### src/rtl/rng_sched_pkg.sv
// -----------------------------------------------------------------------------
// rng_sched_pkg
// Shared definitions for the round-robin random-number scheduler:
//   - state_e       : scheduler FSM states (IDLE / DRAW / GRANT)
//   - LFSR_W        : random source width (7 bits)
//   - LFSR_TAPS     : feedback tap mask, bits 6..3 XORed into bit 0
//   - DEFAULT_SEED  : nonzero reset value of the LFSR
//   - lfsr_next()   : one Fibonacci step of the 7-bit maximal-length LFSR
// No ports (package).
// -----------------------------------------------------------------------------
package rng_sched_pkg;

   localparam int              LFSR_W       = 7;
   localparam logic [LFSR_W-1:0] LFSR_TAPS    = 7'b1111000;
   localparam logic [LFSR_W-1:0] DEFAULT_SEED = 7'b0100011;

   typedef enum logic [1:0] {
      ST_IDLE  = 2'd0,
      ST_DRAW  = 2'd1,
      ST_GRANT = 2'd2
   } state_e;

   // Shift left, feed the XOR of the tapped bits into bit 0. With taps 6..3
   // the sequence has period 127 and never reaches the all-zero state.
   function automatic logic [LFSR_W-1:0] lfsr_next(input logic [LFSR_W-1:0] cur);
      return {cur[LFSR_W-2:0], ^(cur & LFSR_TAPS)};
   endfunction

endpackage : rng_sched_pkg

### src/rtl/lfsr7.sv
// -----------------------------------------------------------------------------
// lfsr7
// 7-bit maximal-length LFSR that advances by one step per cycle while `en`
// is high and holds otherwise.
// Parameters:
//   SEED  nonzero value loaded on reset
// Ports:
//   clk   in   clock, all logic on posedge
//   rst   in   synchronous active-high reset (loads SEED)
//   en    in   advance the LFSR this cycle
//   q     out  current LFSR value
// -----------------------------------------------------------------------------
module lfsr7
   import rng_sched_pkg::*;
#(
   parameter logic [LFSR_W-1:0] SEED = DEFAULT_SEED
) (
   input  logic              clk,
   input  logic              rst,
   input  logic              en,
   output logic [LFSR_W-1:0] q
);

   logic [LFSR_W-1:0] q_q;
   logic [LFSR_W-1:0] q_d;

   always_comb begin
      q_d = en ? lfsr_next(q_q) : q_q;
   end

   // NOTE: flops use non-blocking (<=) so every register samples the values
   // from before the edge; blocking here would create order-dependent races.
   always_ff @(posedge clk) begin
      if (rst) begin
         q_q <= SEED;
      end else begin
         q_q <= q_d;
      end
   end

   assign q = q_q;

endmodule : lfsr7

### src/rtl/rng_sched.sv
// -----------------------------------------------------------------------------
// rng_sched
// Round-robin scheduler sharing one 7-bit LFSR among NREQ requesters. A
// granted requester receives exactly one accepted random value; with
// rejection sampling enabled, draws at or above the requester's bound are
// discarded and retried, and after MAX_TRIES rejections the grant is forced
// with err=1 and rnd=0.
//
// Build option (macro RNG_SCHED_REJECT_EN):
//   defined   : rejection sampling against lim, try counter and err built
//   undefined : every draw accepted, lim ignored, err tied low
//
// Parameters:
//   NREQ       number of requesters (2..8)
//   SEED       nonzero LFSR reset value
//   MAX_TRIES  rejected draws before a forced grant with err
// Ports:
//   clk   in   clock, all logic on posedge
//   rst   in   synchronous active-high reset
//   req   in   [NREQ]    level request per requester, held until its gnt
//   lim   in   [7*NREQ]  exclusive upper bound per requester, 0 = unbounded
//   gnt   out  [NREQ]    one-hot, one-cycle grant (registered)
//   rnd   out  [7]       value delivered with gnt, held until next grant
//   err   out            set with gnt when MAX_TRIES was exhausted
//   busy  out            high while in DRAW or GRANT
// -----------------------------------------------------------------------------
module rng_sched
   import rng_sched_pkg::*;
#(
   parameter int                NREQ      = 4,
   parameter logic [LFSR_W-1:0] SEED      = DEFAULT_SEED,
   parameter int                MAX_TRIES = 16
) (
   input  logic                   clk,
   input  logic                   rst,
   input  logic [NREQ-1:0]        req,
   input  logic [LFSR_W*NREQ-1:0] lim,
   output logic [NREQ-1:0]        gnt,
   output logic [LFSR_W-1:0]      rnd,
   output logic                   err,
   output logic                   busy
);

   localparam int              IDX_W    = (NREQ > 1) ? $clog2(NREQ) : 1;
   localparam logic [IDX_W-1:0] LAST_IDX = IDX_W'(NREQ - 1);

   // ---------------------------------------------------------------------
   // State
   // ---------------------------------------------------------------------
   state_e            state_q, state_d;
   // win_q is both the index being served and, after GRANT, the last winner
   // that the next arbitration rotates from. Every latched winner reaches
   // GRANT unless reset intervenes, and reset reloads it anyway.
   logic [IDX_W-1:0]  win_q,   win_d;
   logic [NREQ-1:0]   gnt_q,   gnt_d;
   logic [LFSR_W-1:0] rnd_q,   rnd_d;
   logic              busy_q,  busy_d;

   logic              lfsr_en;
   logic [LFSR_W-1:0] lfsr_q;

   lfsr7 #(
      .SEED (SEED)
   ) u_lfsr (
      .clk (clk),
      .rst (rst),
      .en  (lfsr_en),
      .q   (lfsr_q)
   );

`ifdef RNG_SCHED_REJECT_EN
   localparam int CNT_W = (MAX_TRIES > 1) ? $clog2(MAX_TRIES) : 1;

   logic [LFSR_W-1:0] lim_q, lim_d;
   logic [CNT_W-1:0]  cnt_q, cnt_d;
   logic              err_q, err_d;
   logic              draw_ok;

   // lim_q == 0 encodes a bound of 128, i.e. every 7-bit value is accepted.
   assign draw_ok = (lim_q == '0) || (lfsr_q < lim_q);
`else
   // Bounds are not used in this build; fold them into a sink net.
   logic lim_unused;
   assign lim_unused = ^lim;
`endif

   // ---------------------------------------------------------------------
   // Round-robin pick: the lowest requesting index above the last winner,
   // otherwise wrap to the lowest requesting index overall. The loops run
   // downward so the lowest qualifying index is the one left standing.
   // ---------------------------------------------------------------------
   logic              hi_vld, lo_vld;
   logic [IDX_W-1:0]  hi_idx, lo_idx;
   logic              pick_vld;
   logic [IDX_W-1:0]  pick_idx;
   logic [LFSR_W-1:0] pick_lim;

   always_comb begin
      hi_vld = 1'b0;
      hi_idx = '0;
      lo_vld = 1'b0;
      lo_idx = '0;
      for (int i = NREQ - 1; i >= 0; i--) begin
         if (req[i]) begin
            lo_vld = 1'b1;
            lo_idx = IDX_W'(i);
            if (IDX_W'(i) > win_q) begin
               hi_vld = 1'b1;
               hi_idx = IDX_W'(i);
            end
         end
      end
      pick_vld = lo_vld;
      pick_idx = hi_vld ? hi_idx : lo_idx;

      pick_lim = '0;
      for (int i = 0; i < NREQ; i++) begin
         if (IDX_W'(i) == pick_idx) begin
            pick_lim = lim[LFSR_W*i +: LFSR_W];
         end
      end
   end

   logic [NREQ-1:0] win_onehot;
   assign win_onehot = {{(NREQ-1){1'b0}}, 1'b1} << win_q;

   // ---------------------------------------------------------------------
   // FSM next-state and registered-output logic
   // ---------------------------------------------------------------------
   always_comb begin
      // NOTE: every signal gets a default before the case statement so no
      // path leaves it unassigned; a missing default would infer a latch.
      state_d = state_q;
      win_d   = win_q;
      gnt_d   = '0;
      rnd_d   = rnd_q;
      lfsr_en = 1'b0;
`ifdef RNG_SCHED_REJECT_EN
      lim_d   = lim_q;
      cnt_d   = cnt_q;
      err_d   = err_q;
`endif

      unique case (state_q)
         ST_IDLE: begin
            if (pick_vld) begin
               state_d = ST_DRAW;
               win_d   = pick_idx;
`ifdef RNG_SCHED_REJECT_EN
               lim_d   = pick_lim;
               cnt_d   = '0;
`endif
            end
         end

         ST_DRAW: begin
            // The current value is consumed whether accepted or not.
            lfsr_en = 1'b1;
`ifdef RNG_SCHED_REJECT_EN
            if (draw_ok) begin
               rnd_d   = lfsr_q;
               err_d   = 1'b0;
               gnt_d   = win_onehot;
               state_d = ST_GRANT;
            end else if (cnt_q == CNT_W'(MAX_TRIES - 1)) begin
               // This rejection is the MAX_TRIES-th: force the grant.
               rnd_d   = '0;
               err_d   = 1'b1;
               gnt_d   = win_onehot;
               state_d = ST_GRANT;
            end else begin
               cnt_d   = cnt_q + CNT_W'(1);
            end
`else
            rnd_d   = lfsr_q;
            gnt_d   = win_onehot;
            state_d = ST_GRANT;
`endif
         end

         ST_GRANT: begin
            state_d = ST_IDLE;
         end

         default: begin
            state_d = ST_IDLE;
         end
      endcase

      busy_d = (state_d != ST_IDLE);
   end

   always_ff @(posedge clk) begin
      if (rst) begin
         state_q <= ST_IDLE;
         win_q   <= LAST_IDX;
         gnt_q   <= '0;
         rnd_q   <= '0;
         busy_q  <= 1'b0;
`ifdef RNG_SCHED_REJECT_EN
         lim_q   <= '0;
         cnt_q   <= '0;
         err_q   <= 1'b0;
`endif
      end else begin
         state_q <= state_d;
         win_q   <= win_d;
         gnt_q   <= gnt_d;
         rnd_q   <= rnd_d;
         busy_q  <= busy_d;
`ifdef RNG_SCHED_REJECT_EN
         lim_q   <= lim_d;
         cnt_q   <= cnt_d;
         err_q   <= err_d;
`endif
      end
   end

   assign gnt  = gnt_q;
   assign rnd  = rnd_q;
   assign busy = busy_q;
`ifdef RNG_SCHED_REJECT_EN
   assign err  = err_q;
`else
   assign err  = 1'b0;
`endif

endmodule : rng_sched

### config.mk
export PLATFORM = sky130hd
export DESIGN_NAME = rng_sched
export DESIGN_NICKNAME = d
export VERILOG_FILES = /design/src/rtl/rng_sched_pkg.sv /design/src/rtl/lfsr7.sv /design/src/rtl/rng_sched.sv
export SDC_FILE = /design/constraint.sdc
export NUM_CORES = 1
export LEC_CHECK = 0
export CAP_MARGIN = 40
export CORE_ASPECT_RATIO = 0.7
export CORE_MARGIN = 8
export CORE_UTILIZATION = 36
export DETAILED_ROUTE_END_ITERATION = 6
export PLACE_DENSITY_LB_ADDON = 0.05
export SYNTH_ARGS = -nofsm -noshare
export SYNTH_HDL_FRONTEND = slang
export SYNTH_SLANG_ARGS = --single-unit
### constraint.sdc
create_clock -name clk -period 1.8 [get_ports clk]
set_input_delay 0.18 -clock clk [delete_from_list [all_inputs] [get_ports clk]]
set_output_delay 0.18 -clock clk [all_outputs]
set_load 0.01 [all_outputs]
==> results of run 1 <==
==> power breakdown <==
group	internal, mW	leakage, nW	switching (mW)
Clock	0.0825	0.0177	0.122
Sequential	0.453	0.156	0.0308
Combinational	0.0833	0.182	0.0753
Total	0.619	0.355	0.228
==> final timing paths <==
kind	from	end	slack, ps	cells after the start
worst min register to register	rnd[6]$_SDFFE_PP0N_	rnd[6]$_SDFFE_PP0N_	460	2
worst max-delay path	rnd[3]$_SDFFE_PP0N_	rnd[3]	350	1
worst min-delay path	rnd[6]$_SDFFE_PP0N_	rnd[6]$_SDFFE_PP0N_	460	2
worst max register to register	state_q[1]$_SDFF_PP0_	win_q[0]$_SDFFE_PP1P_	440	3
==> layout make-up <==
class	count	area [um^2]	area share
multi-input combinational	61	332	0.343
timing repair buffer	20	193	0.199
tap	24	30.0	0.0311
clock buffer	3	22.5	0.0233
sequential	19	380	0.394
clock inverter	1	5.00	0.00518
inverter	1	3.75	0.00389
==> registers in the layout, summed over array words and instances, names as in the netlist <==
signal / flops
u_lfsr.q: 3
state_q: 2
gnt: 4
busy: 1
rnd: 7
win_q: 2
==> routing by layer <==
layer,routed length (um),up-vias,global-route usage
met1,853,282,0.115
met3,98,2,0.0475
li1,-,330,-
met5,0,-,0
met2,604,10,0.127
met4,13,0,0.0205
==> logic make-up (layout without fill, tap and decap cells) <==
group | after synthesis | in the layout | share of synthesized area
AOI/OAI and AO/OA | 20 | 20 | 0.154
other | 1 | 1 | 0.00485
DFF | 19 | 19 | 0.492
xor gates and xnor gates | 3 | 3 | 0.0340
buffers and inverters | 11 | 25 | 0.0793
and+or+nand+nor | 37 | 37 | 0.236
==> cell usage in the layout (no fill, tap or decap), drive strengths merged <==
cell type | synthesis | layout
xnor2 | 3 | 3
nand3 | 1 | 1
inv | 1 | 1
o21ai | 3 | 3
nor4b | 2 | 2
a21oi | 12 | 12
dfxtp | 19 | 19
clkdlybuf4s50 | 0 | 17
buf | 6 | 3
or2 | 2 | 2
nor2 | 3 | 3
o41a | 1 | 1
o2bb2ai | 1 | 1
nand2b | 3 | 3
nor3 | 1 | 1
o21bai | 1 | 1
nor4 | 2 | 2
clkbuf | 4 | 3
clkinv | 0 | 1
conb | 1 | 1
nand2 | 19 | 19
o211ai | 1 | 1
nor2b | 2 | 2
o311ai | 1 | 1
nand3b | 1 | 1
and3 | 1 | 1
==> impl_metrics.yaml, run 1 <==
timing:
  period_minus_slack_ps: 1450
  worst_pin_slew_ps: 534
  finalClockSkew_ps: 9.21
  setup_violations: 0
  slew_viol_final: 0
  worst_slack_ps: 354
  setup_tns_ps: 0
  relSlewSlack: 0.644
  fin_crit_sh: 0.803
  hold_violations: 0
  grt_setup_unrepaired: "no"
  worst_hold_slack_ps: 461
  max_freq_mhz: 692
critical_path:
  critPathSlowestCell: "clkdlybuf4s50_1"
  required_ps: 1620
  crit_family: "buffers and inverters"
  crit_path_start_kind: "flip-flop"
  cp_max_fo: 4
  critPathCaptureType: "output pin"
  worstPathBufferInverterCount: 1
  cpPeakStageDelay_ps: 560
  crit_arrival_ps: 1270
  path_cells: "clkdlybuf4s50_1"
  setup.worst_path.class: "flip-flop to output pin"
yosys:
  synth_commonest_cells: "19 x dfxtp_1, 19 x nand2_1, 12 x a21oi_1, 5 x buf_4, 4 x clkbuf_1"
  synth.area.top_cells: "dfxtp_1 49%, nand2_1 9.2%, a21oi_1 7.8%, buf_4 4.9%, xnor2_1 3.4%"
  yosys.area.top_type_share: 0.492
  synth_nets: 125
  ys_seq_area_frac: 0.492
  syn-instance-count: 91
  avgSynthCellArea_um2: 8.50
  synth-seq-cells: 19
  ys.flop_type: "dfxtp_1"
  synthesis.yosys.warnings: 0
  ys_async_sr_fraction: 0
  netlist_area_um2: 773
  synth.distinct_cells: 26
  synth-edff-count: 0
  synth_top_cell_by_area: "dfxtp_1"
cells_and_area:
  nets: 140
  antenna_cells: 0
  fillers: 213
  design_area_um2: 966
  fin_util: 0.463
  areaGrowthSynthToFinish_pct: 24.9
  final_cells: 129
  drive_gt1_frac: 0.0762
detailed_routing:
  viasPerCell: 4.84
  via_count: 624
  totalWireLength_um: 1570
  drt_iter0_drc: 35
  first_pass_iters: 4
  antenna_left: 0
  wl_per_cell_um: 12.2
  drc: 0
global_route:
  antenna_found_initial: 0
  grt_use_total: 0.0890
  grt_pass1_vias: 565
  overflow: 0
  grt_max_degree: 15
  grt_pass1_wl_um: 2660
placement:
  dp.final_hpwl_um: 1200
  globalplace.congestion: 0.788
  dp.cells: 125
  dp_slack_ps: 188
  post_dp_cell_area_um2: 938
  portBuffers: 17
power:
  power.total_mw: 0.847
  irDropWorstVdd_uv: 392
  powerDensity_nw_per_um2: 876
  p_leak_nw: 0.355
hold_path:
  hold_path_class: "flip-flop to flip-flop"
clock_network:
  cts_htree_levels: 1
  clockBufferDepth: 2
  clk_latency_ps: 290
  cts_tree: "built"
  clkTransAtPathRegs_ps: 110
  cts_root_buf: "clkbuf_4"
  cts_made_buffers: 3
  cts_resized: 0
  post-cts-setup-buffers: 0
  cts_hold_buf: 0
  clock_sinks: 19
die:
  core_area_um2: 2080
  initial_core_util: 0.371
  rows: 14
  die_h_um: 54.8
  die_w_um: 71.4
  ios: 47
  dieArea_um2: 3910
run_status:
  status: "complete, no violations"
run:
  max_cap_viol_count: 0
Power figures use the tool's default switching activity.
==> run 2: changes to the inputs <==
Settings changed: CORE_UTILIZATION 36 to 32.
Clock period 1.8 ns to 1.2 ns, I/O delays scaled along.
==> run 2 against run 1 <==
  * The flow now finishes with violations (setup timing)
  * Final cell count rose by 16%
  * Hold slack got worse by 3.6 ps
  * Setup slack got worse by 370 ps
  * Global-route usage fell by 0.41 points
  * Die area rose by 9.2%
  * Power rose by 55%
  * Clock power rose by 50%
  * First-iteration DRC count fell by 31%
  * Clock skew fell by 7.8 ps
  * Non-clock buffer count rose by 11
  * Sequential share of layout area fell by 3.1 points
  * Routed wire length rose by 6.9%
  * Critical path type is now flip-flop to flip-flop
==> impl_metrics.yaml, run 2 (synthesized netlist as in run 1, its figures left out) <==
placement:
  portBuffers: 17
  globalplace.congestion: 0.818
  dp.cells: 145
  dp.final_hpwl_um: 1270
  post_dp_cell_area_um2: 1030
cells_and_area:
  fin_util: 0.443
  antenna_cells: 0
  layout_commonest_cell: "nand2_1"
  drive_gt1_frac: 0.190
  areaGrowthSynthToFinish_pct: 36.6
  layout_common_cells: "19 x nand2_1, 17 x dfxtp_1, 14 x buf_4"
  final_cells: 150
  design_area_um2: 1060
  nets: 151
  largest_reg_flops: 7
timing:
  slew_viol_final: 0
  worst_hold_slack_ps: 458
  setup_violations: 1
  max_freq_mhz: 821
  fin_crit_sh: 1.02
  hold_violations: 0
  worst_slack_ps: -18.2
  finalClockSkew_ps: 1.45
  period_minus_slack_ps: 1220
  grt_setup_unrepaired: "yes"
clock_network:
  clk_latency_ps: 280
  cts_made_buffers: 3
  cts_root_buf: "clkbuf_4"
  cts_hold_buf: 0
  cts_htree_levels: 1
  clock_sinks: 19
  clkTransAtPathRegs_ps: 100
  cts_tree: "built"
  clockBufferDepth: 2
power:
  powerDensity_nw_per_um2: 1240
  p_leak_nw: 0.460
  seqPwrFrac: 0.547
  p_comb_frac: 0.219
  p_int_mw: 0.964
  netSwitchingFraction: 0.264
  power.total_mw: 1.31
  clockPowerShare: 0.234
  irDropWorstVdd_uv: 775
  p_sw_mw: 0.346
critical_path:
  r2r_end: "win_q[0]$_SDFFE_PP1P_"
  worstPathBufferInverterCount: 0
  crit_arrival_ps: 1400
  cpPeakStageDelay_ps: 330
  required_ps: 1380
  r2r_start: "state_q[0]$_SDFF_PP0_"
  critPathCaptureType: "flip-flop"
  crit_path_start_kind: "flip-flop"
  critPathSlowestCell: "dfxtp_2"
  reg2reg_slack_ps: -20
  reg2regPathDepth: 3
  setup.worst_path.class: "flip-flop to flip-flop"
  path_cells: "or2_4 > or2_4 > o41a_1"
  crit_family: "simple AND/OR/NAND/NOR gates"
  cp_max_fo: 3
  crit_top_cell: "or2_4"
hold_path:
  hold_end: "rnd[6]$_SDFFE_PP0N_"
  hold_path_class: "flip-flop to flip-flop"
  hold_depth: 2
  holdCritStartpoint: "rnd[6]$_SDFFE_PP0N_"
die:
  initial_core_util: 0.324
  core_area_um2: 2380
  rows: 15
  dieArea_um2: 4270
  ios: 47
  die_h_um: 57.1
  die_w_um: 74.8
global_route:
  grt_max_degree: 14
  antenna_found_initial: 0
  overflow: 0
  grt_pass1_vias: 624
  grt_pass1_wl_um: 2810
  grt_use_total: 0.0848
detailed_routing:
  first_pass_iters: 5
  via_count: 686
  viasPerCell: 4.57
  totalWireLength_um: 1680
  drt_iter0_drc: 24
  drc: 0
  antenna_left: 0
  wl_per_cell_um: 11.2
run_status:
  violations: "setup timing"
  status: "complete, but fails checks"
run:
  max_cap_viol_count: 0
## run 2: power by group through the flow
stage	sequential (mW)	combinational, mW	clock (mW)
after floorplan	0.727	0.164	0
after detailed placement	0.731	0.292	0
final	0.716	0.287	0.307
after global placement	0.730	0.294	0
after CTS	0.715	0.278	0.328
after global routing	0.724	0.322	0.354
## run 2: final cells by class
| class | count | area [um^2] |
|---|---|---|
| clock buffers | 4 | 26.3 |
| fillers | 255 | 1330 |
| inverters | 1 | 3.75 |
| multi-input cells | 61 | 340 |
| flip-flops and latches | 19 | 383 |
| well taps | 34 | 42.5 |
| repair buffers | 31 | 260 |
## run 2: stage by stage
stage	setup WS [ps]	TNS (ps)
floorplan	22.4	0
global placement	-250	-885
detailed placement	-282	-989
CTS	-30.3	-30.3
global route	-52.4	-165
finish	-18.2	-18.2
## run 2: worst reg2reg max path: cells and delay by family, from the launching register on
family,cells,cell delay (ps)
AO/OA/AOI/OAI,1,300
flip-flops,1,330
AND/OR/NAND/NOR,2,480
## run 2: worst max path at each step
stage	from	end	slack (ps)	depth (start not counted)
global route	req[3]	busy$_SDFF_PP0_	-50	5
detailed placement	req[3]	win_q[0]$_SDFFE_PP1P_	-280	4
global placement	req[3]	win_q[1]$_SDFFE_PP1P_	-250	4
floorplan	state_q[1]$_SDFF_PP0_	win_q[0]$_SDFFE_PP1P_	20	3
finish	state_q[0]$_SDFF_PP0_	win_q[0]$_SDFFE_PP1P_	-20	3
CTS	state_q[1]$_SDFF_PP0_	win_q[0]$_SDFFE_PP1P_	-30	3
## run 2: repair_timing
item / 4_1_cts / 5_1_grt
setup endpoints to repair: 13 / 4
buffers inserted: 0 / 1
gates resized for setup: 13 / 3
pin swaps: 0 / 1
## run 2: metal layers
metal,track usage,vias up,wire (um)
li1,-,351,-
met1,0.106,310,815
met2,0.124,23,677
met3,0.0472,2,174
met4,0.0167,0,10
met5,0,-,0
